`config.mk`:
```
export PLATFORM = sky130hd
export DESIGN_NAME = if_fetch
export DESIGN_NICKNAME = d
export VERILOG_FILES = /design/src/rtl/if_fetch.sv
export SDC_FILE = /design/constraint.sdc
export NUM_CORES = 1
export LEC_CHECK = 0
export ABC_AREA = 0
export CAP_MARGIN = 20
export CORE_MARGIN = 2
export CORE_UTILIZATION = 35
export DETAILED_ROUTE_END_ITERATION = 10
export PLACE_DENSITY = 0.67
export SYNTH_ARGS = -nofsm -noshare
export SYNTH_HDL_FRONTEND = slang
export SYNTH_SLANG_ARGS = --single-unit
```
`constraint.sdc`:
```
create_clock -name clk -period 2.95 [get_ports clk]
set_clock_uncertainty 0.2 [all_clocks]
set_input_delay 0.59 -clock clk [delete_from_list [all_inputs] [get_ports clk]]
set_output_delay 0.59 -clock clk [all_outputs]
set_load 0.005 [all_outputs]
```
`src/rtl/if_fetch.sv`:
```
`default_nettype none
// ============================================================================
// Module      : if_fetch
// Description : MIPS instruction-fetch stage. Owns the PC, issues single-
//               outstanding word reads and feeds instruction/newPC to IF/ID.
//               Optional redirect-alignment check: define IF_ALIGN_CHK_EN.
// Revision    : 1.0 - initial release
// ============================================================================
module if_fetch #(
    parameter logic [31:0] RESET_PC = 32'h0000_0000
) (
    input  logic        clk,
    input  logic        rst,
    input  logic        pc_en,
    input  logic        branch_taken,
    input  logic [31:0] branch_target,
    input  logic        jump,
    input  logic [31:0] jump_target,
    output logic        imem_req,
    output logic [31:0] imem_addr,
    input  logic        imem_ready,
    input  logic        imem_valid,
    input  logic [31:0] imem_rdata,
    output logic [31:0] instruction,
    output logic [31:0] newPC,
    output logic        if_valid,
    output logic        flush,
    output logic        misalign_err
);

    localparam logic [31:0] c_pc_step   = 32'd4;
    localparam logic [31:0] c_word_mask = 32'hFFFF_FFFC;

    typedef enum logic [1:0] {
        S_FETCH = 2'd0,
        S_WAIT  = 2'd1,
        S_HOLD  = 2'd2,
        S_DROP  = 2'd3
    } state_t;

    state_t      r_state;
    logic [31:0] r_pc;
    logic [31:0] r_hold;
    logic [31:0] r_instr;
    logic [31:0] r_newpc;
    logic        r_if_valid;

    logic        w_redirect;
    logic [31:0] w_target;
    logic [31:0] w_target_al;
    logic [31:0] w_pc_inc;

    assign w_redirect  = branch_taken | jump;
    assign w_target    = branch_taken ? branch_target : jump_target;
    assign w_target_al = w_target & c_word_mask;
    assign w_pc_inc    = r_pc + c_pc_step;

    assign flush       = w_redirect & ~rst;
    assign instruction = r_instr;
    assign newPC       = r_newpc;
    assign if_valid    = r_if_valid;

    // A request already presented in FETCH is kept up through a redirect; only
    // the chained request issued alongside a delivered word is suppressed.
    always_comb begin
        imem_req  = 1'b0;
        imem_addr = r_pc;
        if (!rst) begin
            case (r_state)
                S_FETCH: imem_req = 1'b1;
                S_WAIT: begin
                    if (imem_valid && pc_en && !w_redirect) begin
                        imem_req  = 1'b1;
                        imem_addr = w_pc_inc;
                    end
                end
                default: ;
            endcase
        end
    end

    always_ff @(posedge clk) begin
        if (rst) begin
            r_state    <= S_FETCH;
            r_pc       <= RESET_PC;
            r_hold     <= '0;
            r_instr    <= '0;
            r_newpc    <= '0;
            r_if_valid <= 1'b0;
        end else if (w_redirect) begin
            r_pc       <= w_target_al;
            r_if_valid <= 1'b0;
            // The in-flight response, if any, must be swallowed before refetching.
            case (r_state)
                S_FETCH: r_state <= imem_ready ? S_DROP : S_FETCH;
                S_WAIT:  r_state <= imem_valid ? S_FETCH : S_DROP;
                S_DROP:  r_state <= imem_valid ? S_FETCH : S_DROP;
                default: r_state <= S_FETCH;
            endcase
        end else begin
            if (pc_en) begin
                r_if_valid <= 1'b0;
            end
            case (r_state)
                S_FETCH: begin
                    if (imem_ready) begin
                        r_state <= S_WAIT;
                    end
                end
                S_WAIT: begin
                    if (imem_valid) begin
                        r_pc <= w_pc_inc;
                        if (pc_en) begin
                            r_instr    <= imem_rdata;
                            r_newpc    <= w_pc_inc;
                            r_if_valid <= 1'b1;
                            r_state    <= imem_ready ? S_WAIT : S_FETCH;
                        end else begin
                            r_hold  <= imem_rdata;
                            r_state <= S_HOLD;
                        end
                    end
                end
                S_HOLD: begin
                    if (pc_en) begin
                        r_instr    <= r_hold;
                        r_newpc    <= r_pc;
                        r_if_valid <= 1'b1;
                        r_state    <= S_FETCH;
                    end
                end
                S_DROP: begin
                    if (imem_valid) begin
                        r_state <= S_FETCH;
                    end
                end
                default: r_state <= S_FETCH;
            endcase
        end
    end

`ifdef IF_ALIGN_CHK_EN
    logic r_misalign;

    always_ff @(posedge clk) begin
        if (rst) begin
            r_misalign <= 1'b0;
        end else if (w_redirect && (w_target[1:0] != 2'b00)) begin
            r_misalign <= 1'b1;
        end
    end

    assign misalign_err = r_misalign;
`else
    assign misalign_err = 1'b0;
`endif

endmodule
`default_nettype wire

```
## After elaboration in Yosys (flattened, before gate mapping)

Cells that the tools add are included.

- Output and inout bits: 100
- Flip-flop bits (word level): 131
- Logic and storage cells: 70
- Bits of input ports: 103

- Add/sub/neg operators: 1
- Bitwise operators: 5
- Equal/unequal tests: 10
- Reduce and logical (&&, ||, !) cells: 14
- Muxes and demuxes: 33

Operators by type and width:

| kind | count |
|---|---|
| 2-to-1 mux 32 bit | 13 |
| one-hot mux 32 bit (2 select lines) | 2 |
| adder 32 x 3 -> 32 bit, second input constant | 1 |
| 2-to-1 mux 2 bit | 8 |
| != test 3 bit, second input constant | 4 |
| one-hot mux 2 bit (4 select lines) | 1 |
| AND reduction 4 bit | 2 |
| 2-to-1 mux 1 bit | 6 |
| != test 2 bit, second input constant | 3 |
| nonzero test 2 bit | 3 |
| AND reduction 5 bit | 1 |
| == test 2 bit, second input constant | 2 |
| one-hot mux 1 bit (2 select lines) | 2 |
| one-hot mux 2 bit (2 select lines) | 1 |
| AND reduction 2 bit | 2 |
| OR reduction 2 bit | 2 |
| NOT 1 bit | 3 |
| == test 2 x 1 -> 1 bit, second input constant | 1 |
| logical AND 1 bit | 2 |
| logical NOT 2 bit | 1 |
| bitwise AND 1 bit | 1 |
| logical NOT 1 bit | 1 |
| bitwise OR 1 bit | 1 |

## Logic depth before layout (Yosys ltp)

Gate-level depths: netlist of the first run.

- Depth after elaboration: 6
- Mapped depth: 9
- Depth with buffers taken out: 7

## Worst setup path after synthesis of the first run

OpenSTA, ideal clock, no wires.

- Kind: reg-to-output
- Start: register r_pc[3]
- End: output imem_addr[30]
- Path slack: 183 ps
- Arrival time: 1977 ps
- Required time: 2160 ps
- Stages on the path, launching flop included: 9
- Buffers on the path: 2
- Cell sequence: dfxtp_1 -> ha_1 -> nand2_1 -> or4_4 -> buf_6 -> buf_6 -> nor4_4 -> nand2_1 -> xnor2_1

- Cells in the longest elaborated chain, start to end: 4

Ends and longest elaborated chain:

| element | RTL line | source |
|---|---|---|
| from (decl) | 42 | `logic [31:0] r_pc;` |
| from (signal assigned) | 91 | `r_pc <= w_target_al;` |
| from (signal assigned) | 112 | `r_pc <= w_pc_inc;` |
| adder 32 x 3 -> 32 bit | 56 | `assign w_pc_inc = r_pc + c_pc_step;` |
| 2-to-1 mux 32 bit | 72 | `if (imem_valid && pc_en && !w_redirect) begin` |
| 2-to-1 mux 32 bit | 69 | `case (r_state)` |
| 2-to-1 mux 32 bit | 68 | `if (!rst) begin` |
| to (decl) | 20 | `output logic [31:0] imem_addr,` |

No other way between the ends.

## Worst setup path in the final report of the first run

- Start: register r_pc[3]
- End: output imem_addr[22]

The elaborated chain is that of the path after synthesis.

==> flow_summary.yaml, run 1 <==
placement:
  io_buffers: 193
  hpwlAfterDp_mm: 17.8
  gp_congestion: 0.876
  dpl_cell_area_um2: 9940
  place_ws_ns: -0.680
timing:
  hold_viol: 0
  drv_slew: 0
  maxSlewHeadroom: 0.455
  clock.fmax_mhz: 309
  final-setup-viol-count: 11
  rsz0062_at_grt: "yes"
  fin_crit_ns: 3.23
  setup_tns_ns: -1.14
  tightestPinTransition_ns: 0.818
  setup_ws_ns: -0.284
  timing.final.crit_share: 1.10
synth:
  ys_top_cells_by_area: "dfxtp_1 35%, a211oi_1 6.3%, mux2i_1 6.1%"
  ys_types: 65
  yosysTopAreaCellShare: 0.354
  synth_cells: 883
  syn_area_um2: 7170
  synth_top_cell_by_area: "dfxtp_1"
  async_flop_share: 0
  ys_ff_latch: 127
  synth_edf_count: 0
  ys_seq_area_frac: 0.354
  avgSynthCellArea_um2: 8.12
  synth_ff_type: "dfxtp_1"
  synth_warnings: 0
clocking:
  root_buffer: "clkbuf_16"
  worstSkewPairLatency_ns: 0.42
  cts.clk_slew.worst_paths_ns: 0.06
  clock-sinks: 127
  ctsHoldBuffers: 0
  cts_max_path_buffers: 2
  cts_tree: "built"
  cts_buffers: 17
  htreeDepth: 4
critical_path:
  r2r_setup_slack_ns: 0.39
  reg2reg_to: "newPC[30]"
  rr_worst_depth: 8
  worst-setup-path-type: "reg -> out"
  critical_path.cell_chain: "ha_4 -> buf_6 -> nand2_4 -> or4_4 -> nor4_4 -> buf_4 -> xor2_1 -> buf_2"
  worstSetupStartpointType: "register"
  timing.rr.start: "r_pc[3]"
  critPathMaxFanout: 3
  cpMaxStageDelayCell: "or4_4"
  critPathRequiredTime_ns: 2.16
  end_kind: "output port"
  worst_path_largest_cell_delay_ns: 0.56
  worstPathArrival_ns: 2.44
min_path:
  min_to: "r_hold[28]"
  hold_class: "reg -> reg"
  hold_depth: 2
  min-delay-start: "r_hold[28]"
run:
  max-cap-violations: 0
power_and_ir_drop:
  leakage_nw: 4.24
  power_w: 0.00516
  powerDensity_nw_per_um2: 462
  power_frac_seq: 0.354
  clkPwrFrac: 0.471
  vdd_drop_max_v: 0.000380
  power.net_switching_w: 0.00131
  switching_share: 0.255
  p_comb_frac: 0.175
  intPower_w: 0.00384
die:
  chipHeight_um: 147
  placementRows: 52
  initial_utilization: 0.356
  core-area_um2: 20200
  io_pins: 203
  dieWidth_um: 147
  dieArea_um2: 21700
routing:
  drt_iter0_drc: 481
  drt_wl_total_mm: 25.8
  wl_met3_mm: 1.59
  drt-met1-wl_mm: 11.0
  top_layer_used: "met4"
  vias: 7551
  route.met2.wl_mm: 12.4
  drc: 0
  ant_nets: 0
  via_per_inst: 5.32
  drt-wirelength-per-cell_um: 18.2
  firstDrtPassIters: 5
layout:
  postLayoutCellArea_um2: 11200
  fillCellCount: 1796
  post-route-util: 0.553
  layout-drive-gt1-share: 0.242
  antenna_cells: 0
  final_nets: 1246
  area_growth_pct: 55.6
global_route:
  antenna_found_initial: 0
  grt_overflow: 0
  grt.total_usage: 0.233
  grt_pass1_wl_mm: 39.9
  grt_pass1_vias: 7287
  grt_max_degree: 75
status:
  violations: "negative setup slack"
  status: "finished, violations left"
[worst max path at each step]
stage	from	endpoint	slack [ns]	depth (start not counted)
after floorplan	r_pc[3]	imem_addr[30]	0.18	8
after global placement	jump	imem_addr[24]	-0.65	8
after detailed placement	jump	imem_addr[24]	-0.68	8
after CTS	r_pc[3]	imem_addr[22]	-0.30	8
after global routing	r_pc[3]	imem_addr[22]	-0.38	8
final	r_pc[3]	imem_addr[22]	-0.28	8
[synthesized netlist by cell type (2+ instances only)]
cell      instances
buf_1             7
o211ai_1          3
a221o_1           5
a211oi_2          5
nor4_1            5
xor2_1           22
nor4b_2           2
a211o_1           2
nor2_1          105
nor3_2            5
nor3_1           24
o31ai_1           3
o22ai_1          14
and3_1           13
a221oi_1          2
nand4_2           2
nor4_4            5
ha_1              6
a211oi_1         60
nor4_2            3
dfxtp_1         127
buf_6             3
a222oi_1          2
a311oi_1          6
buf_2            19
buf_4             8
or3_1             7
o31a_1            2
inv_1            14
a22oi_1          16
nor2b_1           6
xnor2_1          40
o21ai_0          14
nand3_1          16
clkbuf_1         58
or4_1             2
nand2_1         108
a21oi_1          60
mux2i_1          44
nand4_1          13
[sequential cells by signal (all words and copies together) (netlist names)]
signal / cells
instruction: 32
r_hold: 32
newPC: 30
r_pc: 30
r_state: 2
if_valid: 1
[layer usage]
metal / GRT usage / up-vias
met5: 0 / -
met1: 0.297 / 3564
met4: 0.0962 / 0
met2: 0.389 / 278
met3: 0.0422 / 65
li1: - / 3644
[timing repair]
item / 4_1_cts / 5_1_grt
resized for setup: 153 / 48
pin swaps: 32 / 27
endpoints found under the setup margin: 32 / 26
gates cloned: 2 / 0
buffers inserted: 20 / 10
[layout by cell type (no fill, tap or decap), drive strengths merged, types with 3 or more instances in the layout]
master and count:
ha 6, nor4b 3, o31ai 3, nor2b 6, xor2 22, conb 5, a221o 5, a311oi 6
clkdlybuf4s50 157, nand4 16, or3 7, dfxtp 127, o21ai 15, nor3 29, nor2 105, and3 13
clkinv 4, clkbuf 24, a211oi 65, inv 16, o22ai 14, a21oi 60, nor4 13, xnor2 40
o211ai 3, bufinv 6, a22oi 16, mux2i 44, buf 152, dlygate4sd2 9, nand2 108, or4 3
nand3 17
[power by group through the flow]
stage / Sequential, W / Combinational (W) / Clock (W)
final: 0.00183 / 0.000904 / 0.00243
after global routing: 0.00183 / 0.000967 / 0.00254
after CTS: 0.00182 / 0.000884 / 0.00246
after detailed placement: 0.00186 / 0.000892 / 0
after global placement: 0.00185 / 0.000884 / 0
after floorplan: 0.00184 / 0.000451 / 0
[layout make-up]
cell class | instances | area (um2) | area share
clock buffers | 18 | 439 | 0.0394
clock inverters | 13 | 235 | 0.0211
inverters | 14 | 52.6 | 0.00471
multi-input cells | 650 | 4510 | 0.404
flip-flops and latches | 127 | 2560 | 0.230
well taps | 270 | 338 | 0.0303
repair buffers | 327 | 3020 | 0.271
[kinds of logic after synthesis]
logic type	count (synthesis)	synth area share
multiplexers	45	0.0630
AO/OA/AOI/OAI	205	0.196
buffers and inverters	110	0.0684
AND/OR/NAND/NOR	327	0.232
other	1	0.000523
adder cells (fa/ha/maj)	6	0.0105
flip-flops	127	0.354
XOR/XNOR	62	0.0757
[worst max-delay path: cells and delay by family (launching register included)]
| family | cells | cell delay [ns] |
|---|---|---|
| xor+xnor | 1 | 0.14 |
| simple gates | 3 | 0.97 |
| flops | 1 | 0.35 |
| fa+ha+maj | 1 | 0.16 |
| buf+inv | 3 | 0.41 |
[stage by stage]
step                hold WS [ns]  instances
CTS                        0.255       1413
finish                     0.253       1419
global route               0.267       1419
global placement           0.241       1362
floorplan                  0.236        887
detailed placement         0.246       1362
Power figures use the tool's default switching activity.
==> inputs of run 2 (changes only) <==
Clock period 2.95 ns to 3.1 ns, I/O delays scaled along.
==> run 2 against run 1 <==
The flow still finishes with violations (negative setup slack); final area down 3.8%; global-route usage down 0.21 points; routed wire length down 2.3%; register-to-register slack better by 0.16 ns; cell count down 1.6%.
==> flow_summary.yaml, run 2 (synthesis gave the netlist of run 1 again) <==
status:
  status: "finished, violations left"
  violations: "negative setup slack"
timing:
  timing.final.crit_share: 1.02
  hold_viol: 0
  final-setup-viol-count: 4
  setup_ws_ns: -0.0578
  tightestPinTransition_ns: 1.01
  rsz0062_at_grt: "yes"
  maxSlewHeadroom: 0.328
  drv_slew: 0
  fin_crit_ns: 3.16
  clock.fmax_mhz: 317
die:
  core-area_um2: 20200
  dieWidth_um: 147
  placementRows: 52
  io_pins: 203
  initial_utilization: 0.356
  chipHeight_um: 147
  dieArea_um2: 21700
global_route:
  grt_pass1_wl_mm: 39.5
  grt_max_degree: 88
  grt.total_usage: 0.231
  antenna_found_initial: 0
  grt_overflow: 0
  grt_pass1_vias: 7256
routing:
  drc: 0
  drt-wirelength-per-cell_um: 18.0
  firstDrtPassIters: 5
  drt_iter0_drc: 417
  via_per_inst: 5.21
  vias: 7276
  drt_wl_total_mm: 25.2
  ant_nets: 0
critical_path:
  critical_path.cell_chain: "ha_4 -> buf_6 -> nand2_4 -> or4_4 -> nor4_4 -> nand2_1 -> xnor2_1 -> buf_2"
  worstSetupStartpointType: "register"
  critPathRequiredTime_ns: 2.28
  cpMaxStageDelayCell: "or4_4"
  end_kind: "output port"
  worstPathArrival_ns: 2.34
  worst_path_largest_cell_delay_ns: 0.56
  critPathMaxFanout: 3
  worst-setup-path-type: "reg -> out"
power_and_ir_drop:
  power_frac_seq: 0.377
  clkPwrFrac: 0.444
  power.net_switching_w: 0.00121
  switching_share: 0.263
  powerDensity_nw_per_um2: 430
  intPower_w: 0.00341
  vdd_drop_max_v: 0.000371
  leakage_nw: 3.99
  p_comb_frac: 0.179
min_path:
  hold_class: "reg -> reg"
layout:
  final_nets: 1224
  multiInputGateArea_um2: 4360
  postLayoutCellArea_um2: 10700
  layout.cells.non_filler: 1396
  post-route-util: 0.532
  area_growth_pct: 49.6
  layout-drive-gt1-share: 0.205
  final_cell_mix: "158 x clkdlybuf4s50_1, 111 x dfxtp_1, 106 x nand2_1"
  antenna_cells: 0
  final_common_cell: "clkdlybuf4s50_1"
  register_area_um2: 2570
  fillCellCount: 1891
clocking:
  root_buffer: "clkbuf_16"
  cts.clk_slew.worst_paths_ns: 0.06
  cts_buffers: 17
  clock-sinks: 127
  worstSkewPairLatency_ns: 0.42
  cts_max_path_buffers: 2
  ctsHoldBuffers: 0
  htreeDepth: 4
  cts_tree: "built"
placement:
  dpl_cell_area_um2: 9820
  place_inst: 1349
  hpwlAfterDp_mm: 17.8
  gp_congestion: 0.845
  io_buffers: 193
run:
  max-cap-violations: 0
==> run 2: worst max-delay path: cells and delay by family (launching register included) <==
kind / cells / cell delay [ns]
DFF: 1 / 0.36
xor gates and xnor gates: 1 / 0.18
adders and majority gates: 1 / 0.17
and+or+nand+nor: 4 / 0.94
buffers and inverters: 2 / 0.26
==> run 2: path summary, 6_finish.rpt <==
check	cells past startpoint	startpoint	to	slack [ns]
max	8	r_pc[3]	imem_addr[30]	-0.06
min	2	r_hold[30]	r_hold[30]	0.25
min reg2reg	2	r_hold[30]	r_hold[30]	0.25
max reg2reg	8	r_pc[3]	newPC[30]	0.55
==> run 2: through the flow <==
stage | setup TNS [ns] | total power, W | worst slack [ns] | hold slack, ns
floorplan | 0 | 0.00218 | 0.303 | 0.236
global placement | -12.14 | 0.00259 | -0.560 | 0.241
detailed placement | -13.26 | 0.00260 | -0.622 | 0.246
CTS | -0.846 | 0.00465 | -0.231 | 0.254
global route | -0.558 | 0.00479 | -0.156 | 0.273
finish | -0.152 | 0.00462 | -0.0578 | 0.252
==> run 2: power groups by stage <==
stage	Combinational [W]	Sequential [W]	Clock, W
floorplan	0.000429	0.00175	0
global placement	0.000821	0.00177	0
detailed placement	0.000830	0.00177	0
CTS	0.000827	0.00174	0.00208
global route	0.000896	0.00175	0.00215
finish	0.000829	0.00174	0.00205
==> run 2: metal layers <==
| metal | up-vias | GRT usage | share of wire |
|---|---|---|---|
| met1 | 3413 | 0.288 | 0.42 |
| met3 | 49 | 0.0516 | 0.070 |
| met5 | - | 0 | 0 |
| met2 | 234 | 0.387 | 0.48 |
| met4 | 0 | 0.0933 | 0.033 |
| li1 | 3580 | - | - |
==> run 2: final cells by class <==
class	instances	share of cell area
flip-flops and latches	127	0.239
inverters	14	0.00513
well taps	270	0.0315
multi-input cells	650	0.406
repair buffers	305	0.263
clock inverters	10	0.0128
clock buffers	20	0.0426
==> run 2: repair_timing <==
item | 4_1_cts | 5_1_grt
endpoints found under the hold margin | 0 | 0
gates resized for setup | 110 | 31
pin swaps | 26 | 16
cloned | 1 | 0
buffers inserted | 14 | 5
setup endpoints to repair | 32 | 22
==> inputs of run 3 (changes only) <==
Settings changed: SLEW_MARGIN from default to 20.
==> results of run 3 <==
Same layout as run 2: the final DEF is identical, and so are final timing and power.
